===== src/rtl/mult_fp_pipe_pkg.sv =====
// Shared floating-point constants and helpers for the fp block family.
// Everything is derived from the exponent/mantissa widths so later fp blocks can reuse it.
package mult_fp_pipe_pkg;

  typedef enum logic [1:0] {
    CLS_NORM = 2'd0,
    CLS_ZERO = 2'd1,
    CLS_INF  = 2'd2,
    CLS_NAN  = 2'd3
  } cls_t;

  // Bit positions inside the 4-bit flags word {nan, ovf, unf, inexact}.
  localparam int FLAG_NAN     = 3;
  localparam int FLAG_OVF     = 2;
  localparam int FLAG_UNF     = 1;
  localparam int FLAG_INEXACT = 0;

  function automatic int fp_bias(input int exp_w);
    return (1 << (exp_w - 1)) - 1;
  endfunction

  function automatic int fp_exp_max(input int exp_w);
    return (1 << exp_w) - 1;
  endfunction

  function automatic int fp_sign_pos(input int exp_w, input int man_w);
    return exp_w + man_w;
  endfunction

endpackage


===== src/rtl/mult_fp_pipe_round_norm.sv =====
// Final stage of the multiplier: normalise the raw mantissa product, round, and pack.
// Purely combinational; special operand classes bypass the arithmetic path.
module fp_round_norm
  import mult_fp_pipe_pkg::*;
#(
  parameter int EXP_W = 8,
  parameter int MAN_W = 23
) (
  input  logic [2*MAN_W+1:0]      prod,
  input  logic signed [EXP_W+1:0] exp_in,
  input  logic                    sign,
  input  logic                    rnd_mode,
  input  logic [1:0]              cls,
  output logic [EXP_W+MAN_W:0]    word,
  output logic [3:0]              flags
);

  localparam int EW = EXP_W + 2;
  localparam logic signed [EW-1:0] EMAX  = EW'(fp_exp_max(EXP_W));
  localparam logic signed [EW-1:0] EZERO = '0;

  logic                   top;
  logic [2*MAN_W:0]       norm;
  logic [MAN_W-1:0]       mant;
  logic [MAN_W-1:0]       mant_r;
  logic                   guard;
  logic                   sticky;
  logic                   inexact;
  logic                   round_up;
  logic                   carry;
  logic signed [EW-1:0]   e1;
  logic signed [EW-1:0]   e2;

  always_comb begin
    // norm holds the bits below the leading one, left-aligned.
    top      = prod[2*MAN_W+1];
    norm     = top ? prod[2*MAN_W:0] : {prod[2*MAN_W-1:0], 1'b0};
    e1       = exp_in + EW'(top);
    mant     = norm[2*MAN_W:MAN_W+1];
    guard    = norm[MAN_W];
    sticky   = |norm[MAN_W-1:0];
    inexact  = guard | sticky;
    round_up = !rnd_mode && guard && (sticky || mant[0]);
    {carry, mant_r} = {1'b0, mant} + (MAN_W+1)'(round_up);
    e2       = carry ? e1 + EW'(1) : e1;

    word  = '0;
    flags = '0;
    case (cls_t'(cls))
      CLS_NAN: begin
        word = {1'b0, {EXP_W{1'b1}}, 1'b1, {(MAN_W-1){1'b0}}};
        flags[FLAG_NAN] = 1'b1;
      end
      CLS_INF:  word = {sign, {EXP_W{1'b1}}, {MAN_W{1'b0}}};
      CLS_ZERO: word = {sign, {(EXP_W+MAN_W){1'b0}}};
      default: begin
        if (e2 >= EMAX) begin
          word = {sign, {EXP_W{1'b1}}, {MAN_W{1'b0}}};
          flags[FLAG_OVF]     = 1'b1;
          flags[FLAG_INEXACT] = 1'b1;
        end else if (e2 <= EZERO) begin
          word = {sign, {(EXP_W+MAN_W){1'b0}}};
          flags[FLAG_UNF]     = 1'b1;
          flags[FLAG_INEXACT] = 1'b1;
        end else begin
          word = {sign, e2[EXP_W-1:0], mant_r};
          flags[FLAG_INEXACT] = inexact;
        end
      end
    endcase
  end

endmodule


===== src/rtl/mult_fp_pipe.sv =====
// Three-stage pipelined floating-point multiplier: classify/exponent, mantissa product, round/pack.
// Handshake: data crosses a port on a rising edge where valid and ready are both high; valid never waits on ready.
module mult_fp_pipe
  import mult_fp_pipe_pkg::*;
#(
  parameter int EXP_W = 8,
  parameter int MAN_W = 23
) (
  input  logic                 clk,
  input  logic                 rst,
  input  logic                 in_valid,
  output logic                 in_ready,
  input  logic [EXP_W+MAN_W:0] a,
  input  logic [EXP_W+MAN_W:0] b,
  input  logic                 rnd_mode,
  output logic                 out_valid,
  input  logic                 out_ready,
  output logic [EXP_W+MAN_W:0] m,
  output logic [3:0]           flags
);

  localparam int EW = EXP_W + 2;
  localparam int PW = 2*MAN_W + 2;
  localparam logic signed [EW-1:0] BIAS_E = EW'(fp_bias(EXP_W));

  logic                 sa, sb;
  logic [EXP_W-1:0]     ea, eb;
  logic [MAN_W-1:0]     fa, fb;
  logic                 za, zb, ia, ib, na, nb;
  cls_t                 cls_d;
  logic signed [EW-1:0] esum_d;

  logic                 adv3, en2, en1;

  logic                 s1_v, s1_sign, s1_rnd;
  logic signed [EW-1:0] s1_e;
  logic [MAN_W:0]       s1_ma, s1_mb;
  cls_t                 s1_cls;

  logic                 s2_v, s2_sign, s2_rnd;
  logic signed [EW-1:0] s2_e;
  logic [PW-1:0]        s2_prod;
  cls_t                 s2_cls;

  logic [EXP_W+MAN_W:0] res_word;
  logic [3:0]           res_flags;

  // Stage 1: unpack and classify; exp field 0 flushes to zero.
  always_comb begin
    {sa, ea, fa} = a;
    {sb, eb, fb} = b;
    za = (ea == '0);
    zb = (eb == '0);
    ia = (&ea) && (fa == '0);
    ib = (&eb) && (fb == '0);
    na = (&ea) && (fa != '0);
    nb = (&eb) && (fb != '0);
    if (na || nb || (ia && zb) || (ib && za)) cls_d = CLS_NAN;
    else if (ia || ib)                        cls_d = CLS_INF;
    else if (za || zb)                        cls_d = CLS_ZERO;
    else                                      cls_d = CLS_NORM;
    esum_d = EW'(ea) + EW'(eb) - BIAS_E;
  end

  // A stage loads when the stage ahead moves or is empty, so bubbles close up under a stall.
  assign in_ready = !(out_valid && !out_ready);
  assign adv3     = in_ready;
  assign en2      = adv3 || !s2_v;
  assign en1      = en2 || !s1_v;

  always_ff @(posedge clk or posedge rst) begin
    if (rst) begin
      s1_v      <= 1'b0;
      s2_v      <= 1'b0;
      out_valid <= 1'b0;
      m         <= '0;
      flags     <= '0;
    end else begin
      if (en1) s1_v <= in_valid && in_ready;
      if (en2) s2_v <= s1_v;
      if (adv3) begin
        out_valid <= s2_v;
        if (s2_v) begin
          m     <= res_word;
          flags <= res_flags;
        end
      end
    end
  end

  always_ff @(posedge clk) begin
    if (en1) begin
      s1_sign <= sa ^ sb;
      s1_e    <= esum_d;
      s1_ma   <= {1'b1, fa};
      s1_mb   <= {1'b1, fb};
      s1_rnd  <= rnd_mode;
      s1_cls  <= cls_d;
    end
    if (en2) begin
      s2_sign <= s1_sign;
      s2_e    <= s1_e;
      s2_prod <= PW'(s1_ma) * PW'(s1_mb);
      s2_rnd  <= s1_rnd;
      s2_cls  <= s1_cls;
    end
  end

  fp_round_norm #(.EXP_W(EXP_W), .MAN_W(MAN_W)) u_round_norm (
    .prod     (s2_prod),
    .exp_in   (s2_e),
    .sign     (s2_sign),
    .rnd_mode (s2_rnd),
    .cls      (s2_cls),
    .word     (res_word),
    .flags    (res_flags)
  );

endmodule


===== config.mk =====
export PLATFORM = sky130hd
export DESIGN_NAME = mult_fp_pipe
export DESIGN_NICKNAME = d
export VERILOG_FILES = /design/src/rtl/mult_fp_pipe_pkg.sv /design/src/rtl/mult_fp_pipe_round_norm.sv /design/src/rtl/mult_fp_pipe.sv
export SDC_FILE = /design/constraint.sdc
export NUM_CORES = 2
export LEC_CHECK = 0
export BUFFER_PORTS_ARGS = -buffer_cell sky130_fd_sc_hd__buf_2
export CAP_MARGIN = 20
export CORE_MARGIN = 1.5
export CORE_UTILIZATION = 25
export DETAILED_ROUTE_END_ITERATION = 16
export GPL_TIMING_DRIVEN = 0
export SKIP_LAST_GASP = 1
export SLEW_MARGIN = 5
export SYNTH_ARGS = -nofsm -noshare
export SYNTH_HDL_FRONTEND = slang
export SYNTH_SLANG_ARGS = --single-unit

===== constraint.sdc =====
create_clock -name clk -period 9.4 [get_ports clk]
set_clock_uncertainty 0.2 [all_clocks]
set_input_delay 1.88 -clock clk [delete_from_list [all_inputs] [get_ports clk]]
set_output_delay 1.88 -clock clk [all_outputs]
set_load 0.1 [all_outputs]

**After elaboration in Yosys (flattened, before gate mapping)**

Index checks and enable logic that the tools add are counted.
W data, S select, Z words.

- $add $sub $neg: 5
- Multiply operators: 1
- $lt $le $gt $ge: 2
- Eq/ne operators: 3
- Multiplexer cells: 14
- Bitwise gates (word level): 3
- Reduce and logical (&&, ||, !) cells: 35

Operator list:

| operator | number |
|---|---|
| $pmux W32 S3 | 1 |
| $mux W31 | 2 |
| $mul A24 B24 Y48 | 1 |
| $mux W47 | 1 |
| $logic_not A23 Y1 | 2 |
| $reduce_bool A23 Y1 | 2 |
| $add A23 B1 Y24 | 1 |
| $reduce_or A23 Y1 | 1 |
| $logic_not A8 Y1 | 2 |
| $reduce_and A8 Y1 | 2 |
| $add A10 B1 Y10 | 1 |
| $add A10 B2 Y10 const B | 1 |
| $ge A10 B9 Y1 const B | 1 |
| $le A10 B1 Y1 const B | 1 |
| $logic_and A1 B1 Y1 | 10 |
| $mux W10 | 1 |
| $sub A9 B7 Y10 const B | 1 |
| $add A8 B8 Y9 | 1 |
| $logic_or A1 B1 Y1 | 8 |
| $mux W1 | 8 |
| $logic_not A1 Y1 | 5 |
| $eq A2 B2 Y1 const B | 2 |
| $mux W3 | 1 |
| $reduce_or A3 Y1 | 1 |
| 6 further kinds | 6 |

- Bits in registers: 161
- Bits of input ports: 69
- Output and inout port bits: 38

**Depth between registers and ports, before layout**

- Depth after elaboration: 10
- Mapped depth: 27
- Depth with buffers taken out: 25

**Modules after synthesis**

A second synthesis with hierarchy kept.

- Cell total of the unflattened synthesis: 2,746
- Area, all modules: 26,773.2 um^2

By module, submodules not included:

| module | times used | cells each | area an instance (um^2) | sequential area each (um^2) |
|---|---|---|---|---|
| mult_fp_pipe | 1 | 2,429 | 24,499.7 | 4,639.4 |
| fp_round_norm | 1 | 317 | 2,273.4 | 0.0 |

**Least setup slack after synthesis**

No wires, ideal clock.

- Path type: reg-to-reg
- Start: register s1_ma[14]
- End: register s2_prod[46] (data pin)
- Setup time: 265 ps
- Arrival: 6,705 ps
- Path slack: 2,229 ps
- Cell stages (with the launch flop): 26
- Period minus slack after synthesis: 7,171 ps
- Path through: edfxtp_1 clkbuf_1 nand2_1 fa_1 inv_1 fa_1 inv_1 fa_1 fa_1 inv_1 fa_1 fa_1 inv_1 fa_1 inv_1 ha_1 clkbuf_1 a21o_1 a21oi_1 o221ai_1 nor3_1 a21oi_1 or3_1 a311oi_1 o21ai_0 xor2_1

- Longest elaborated chain between the ends: 1

RTL lines:

| what | line | source |
|---|---|---|
| start, declared | mult_fp_pipe.sv:37 | `logic [MAN_W:0] s1_ma, s1_mb;` |
| start signal, assigned | mult_fp_pipe.sv:95 | `s1_ma <= {1'b1, fa};` |
| $mul A24 B24 Y48 | mult_fp_pipe.sv:103 | `s2_prod <= PW'(s1_ma) * PW'(s1_mb);` |
| end signal, assigned | mult_fp_pipe.sv:103 |  |
| end, declared | mult_fp_pipe.sv:42 | `logic [PW-1:0] s2_prod;` |

Every way passes these cells.
A chain may end at the register's enable or synchronous reset.

**Worst setup path after layout**

- Start: register s1_ma[8]
- End: register s2_prod[46] (data pin)

The elaborated chain is that of the path after synthesis.

==> results by group <==
Run status
  • Outcome: finished clean

Worst setup path
  • Crit path DAT: 8.85 ns
  • Setup CP Type: register to register
  • CP required: 9.42 ns
  • Worst-path maximum fanout: 10
  • Worst setup EP type: register
  • Critical Path Source Type: register
  • R2R Setup Slk: 0.58 ns

Yosys
  • Post-synth net total: 3456
  • Yosys synthesis warning count: 0
  • Post-synthesis register bit count: 161
  • Sequential share of the synthesized area: 17.8%
  • Number of synthesized flops with an enable pin: 122
  • Synthesized area: 0.0261 sq mm
  • Post-synthesis area per instance: 9.61 sq um
  • Fraction of registers with async set/reset: 24.2%
  • Most used DFF post-synth: edfxtp_1
  • Synth cell types: 72
  • Cells after synthesis: 2711

Clock tree
  • Count of cells resized by post-cts repair: 0
  • H-Tree Depth: 4
  • Clock transition at the registers of the reported paths: 0.07 ns
  • TritonCTS buffer count: 17
  • CTS max path bufs: 2
  • Clock root cell: clkbuf_16
  • CTS tree: done
  • Clock sink count: 161
  • Cts hold-fix bufs: 0
  • Clk_lat worst skew: 0.49 ns
  • Post-CTS Setup Repair Bufs: 0

STA
  • Actual slew at the worst max-slew pin: 1.03 ns
  • Setup tns final: 0 ns
  • Final setup fails: 0
  • Unrepaired setup endpoints after global routing: false
  • Final Hold Vio Count: 0
  • Fin crit period: 8.82 ns
  • Period utilization: 93.9%
  • Final Max Slew Viols: 0
  • Fmax: 113 MHz
  • Hold Slack: 0.220 ns
  • PnR worst setup slack: 0.576 ns
  • Rel. slew slack: 30.6%

Global routing
  • Vias in the first global route: 19.9k
  • Initial antenna violation count: 19
  • GRT Util Overall: 15.0%
  • GRT overflow: 0
  • Global-route wire length before repair: 120000 um
  • Largest net degree at the start of global routing: 64

Drt
  • Antenna Nets Post-Route: 0
  • TritonRoute pass-1 iters: 5
  • Via count: 19.3k
  • Vias/cell: 4.55
  • DR DRC count: 0
  • WL final: 78800 um
  • Wirelength per Cell: 18.6 um
  • DRT iter0 DRCs: 1583

Finish
  • Synth-to-Final Area Change: 11.3%
  • Non-Filler Instances: 4238
  • Filler cell count: 10.9k
  • Area of the multi-input gates: 0.0188 sq mm
  • Fraction of layout cells with a size suffix above 1: 5.99%
  • Nets: 3586
  • FF+latch area: 0.00464 sq mm
  • Commonest cells after routing, fill and taps aside: inv_1 (592), fa_1 (483), nand2_1 (333)
  • Most common cell after layout, fill and taps aside: inv_1

Die
  • Die area: 0.106 sq mm
  • Cell Rows: 118
  • Die Span Y: 326 um
  • Placeable Area: 0.103 sq mm
  • Initial Utilization: 25.2%
  • Die X: 326 um
  • I/O pins: 107

Hold path
  • HP Class: register to register

Place
  • Post-DP HPWL: 65700 um
  • I/O Buffers: 106
  • Cells after DPL: 4202
  • Dpl ws: 0.769 ns
  • GPL Wtd Cong: 0.977

Run
  • Max Cap Viol: 0
-- flip-flops by register name, indices dropped and copies added, names as in the netlist --
register	count
out_valid	1
s1_rnd	1
s2_e	10
m	32
s1_e	10
s2_cls	2
s1_cls	2
s2_v	1
s1_sign	1
s1_v	1
flags	4
s1_ma	23
s2_sign	1
s2_rnd	1
s2_prod	48
s1_mb	23
-- Yosys cell counts (all sizes together), types with 3 or more instances --
| cell | instances | area (sq um) |
|---|---|---|
| clkbuf | 102 | 383 |
| o21bai | 10 | 75.1 |
| a22o | 20 | 175 |
| a211oi | 8 | 65.1 |
| a21oi | 70 | 350 |
| nand4 | 19 | 125 |
| dfrtp | 39 | 976 |
| ha | 193 | 2410 |
| nand2 | 334 | 1250 |
| o211ai | 11 | 82.6 |
| a41oi | 3 | 26.3 |
| a31oi | 11 | 68.8 |
| xnor2 | 58 | 508 |
| and2 | 249 | 1560 |
| o31ai | 3 | 22.5 |
| fa | 483 | 9670 |
| nor3b | 4 | 30.0 |
| inv | 593 | 2230 |
| mux2 | 4 | 45.0 |
| or2 | 6 | 37.5 |
| o31a | 5 | 43.8 |
| edfxtp | 122 | 3660 |
| nand3 | 36 | 180 |
| nor4b | 5 | 43.8 |
| or3 | 3 | 18.8 |
| nor2 | 86 | 323 |
| nand2b | 13 | 81.3 |
| o21ai | 38 | 201 |
| nor2b | 14 | 87.6 |
| a21boi | 5 | 37.5 |
| and3 | 10 | 62.6 |
| mux2i | 13 | 130 |
| clkinv | 3 | 11.3 |
| nor3 | 13 | 76.3 |
| buf | 9 | 62.6 |
| xor2 | 35 | 307 |
| o21a | 6 | 45.0 |
| a21o | 21 | 158 |
| nor4 | 24 | 150 |
-- metrics by stage --
step | area, sq um | util (%)
4_1_cts | 29000 | 28.0
2_1_floorplan | 26100 | -
3_5_place_dp | 28400 | 27.5
3_3_place_gp | 28300 | 27.4
5_1_grt | 29000 | 28.0
6_report | 29000 | 28.0
-- final cells by class --
type	instances	area share, %
clock buffers	17	1.47
flip-flops and latches	161	16.0
multi-input cells	1843	64.8
inverters	596	7.71
plain buffers	111	1.54
clock inverters	15	0.543
diodes	4	0.0345
repair buffers	111	2.00
well taps	1380	5.95
-- critical path, stage by stage (launching register included) --
cell and delay, ns:
edfxtp_1 0.39, clkbuf_1 0.65, inv_1 0.46, nor2_1 0.24, fa_1 0.46, fa_1 0.52, inv_1 0.06, fa_1 0.48
inv_1 0.05, fa_1 0.49, inv_1 0.05, fa_1 0.53, inv_1 0.05, fa_1 0.47, inv_1 0.05, fa_1 0.35
inv_1 0.11, ha_1 0.24, clkbuf_1 0.20, a21o_1 0.22, a21oi_1 0.15, o221ai_1 0.25, nor3_1 0.30, a21oi_1 0.22
or3_1 0.46, a311oi_1 0.53, o21ai_0 0.19, xor2_1 0.18
-- path summary, 6_finish.rpt --
kind | start | end | cells after the start
max in group asynchronous | rst | m[21]$_DFFE_PP0P_ | 2
setup / recovery | s1_ma[8]$_DFFE_PP_ | s2_prod[46]$_DFFE_PP_ | 27
min in group asynchronous | rst | flags[3]$_DFFE_PP0P_ | 2
hold / removal | s1_e[2]$_DFFE_PP_ | s2_e[2]$_DFFE_PP_ | 0
setup reg to reg | s1_ma[8]$_DFFE_PP_ | s2_prod[46]$_DFFE_PP_ | 27
hold reg to reg | s1_e[2]$_DFFE_PP_ | s2_e[2]$_DFFE_PP_ | 0
-- logic make-up (layout without fill, tap and decap cells) --
kind of cell / after synthesis / after routing / synth area share (%)
AO/OA/AOI/OAI: 234 / 234 / 6.06
XOR/XNOR: 93 / 93 / 3.12
adder cells (fa/ha/maj): 676 / 676 / 46.4
buffers and inverters: 707 / 850 / 10.3
flip-flops: 161 / 161 / 17.8
multiplexers: 17 / 17 / 0.672
other: 0 / 4 / 0
AND/OR/NAND/NOR: 823 / 823 / 15.7
-- per-layer routing --
layer  vias up  GRT usage, %  routed length, um
met5         -             0                 92
met1      9811          20.0              33300
met2       717          23.8              36100
met3       152          3.31               6400
met4        16          5.55               2920
li1       8597             -                  -
Power is left out: the tool's default activity adds up to more than one toggle a clock period on the data nets, which glitch-free logic cannot reach.
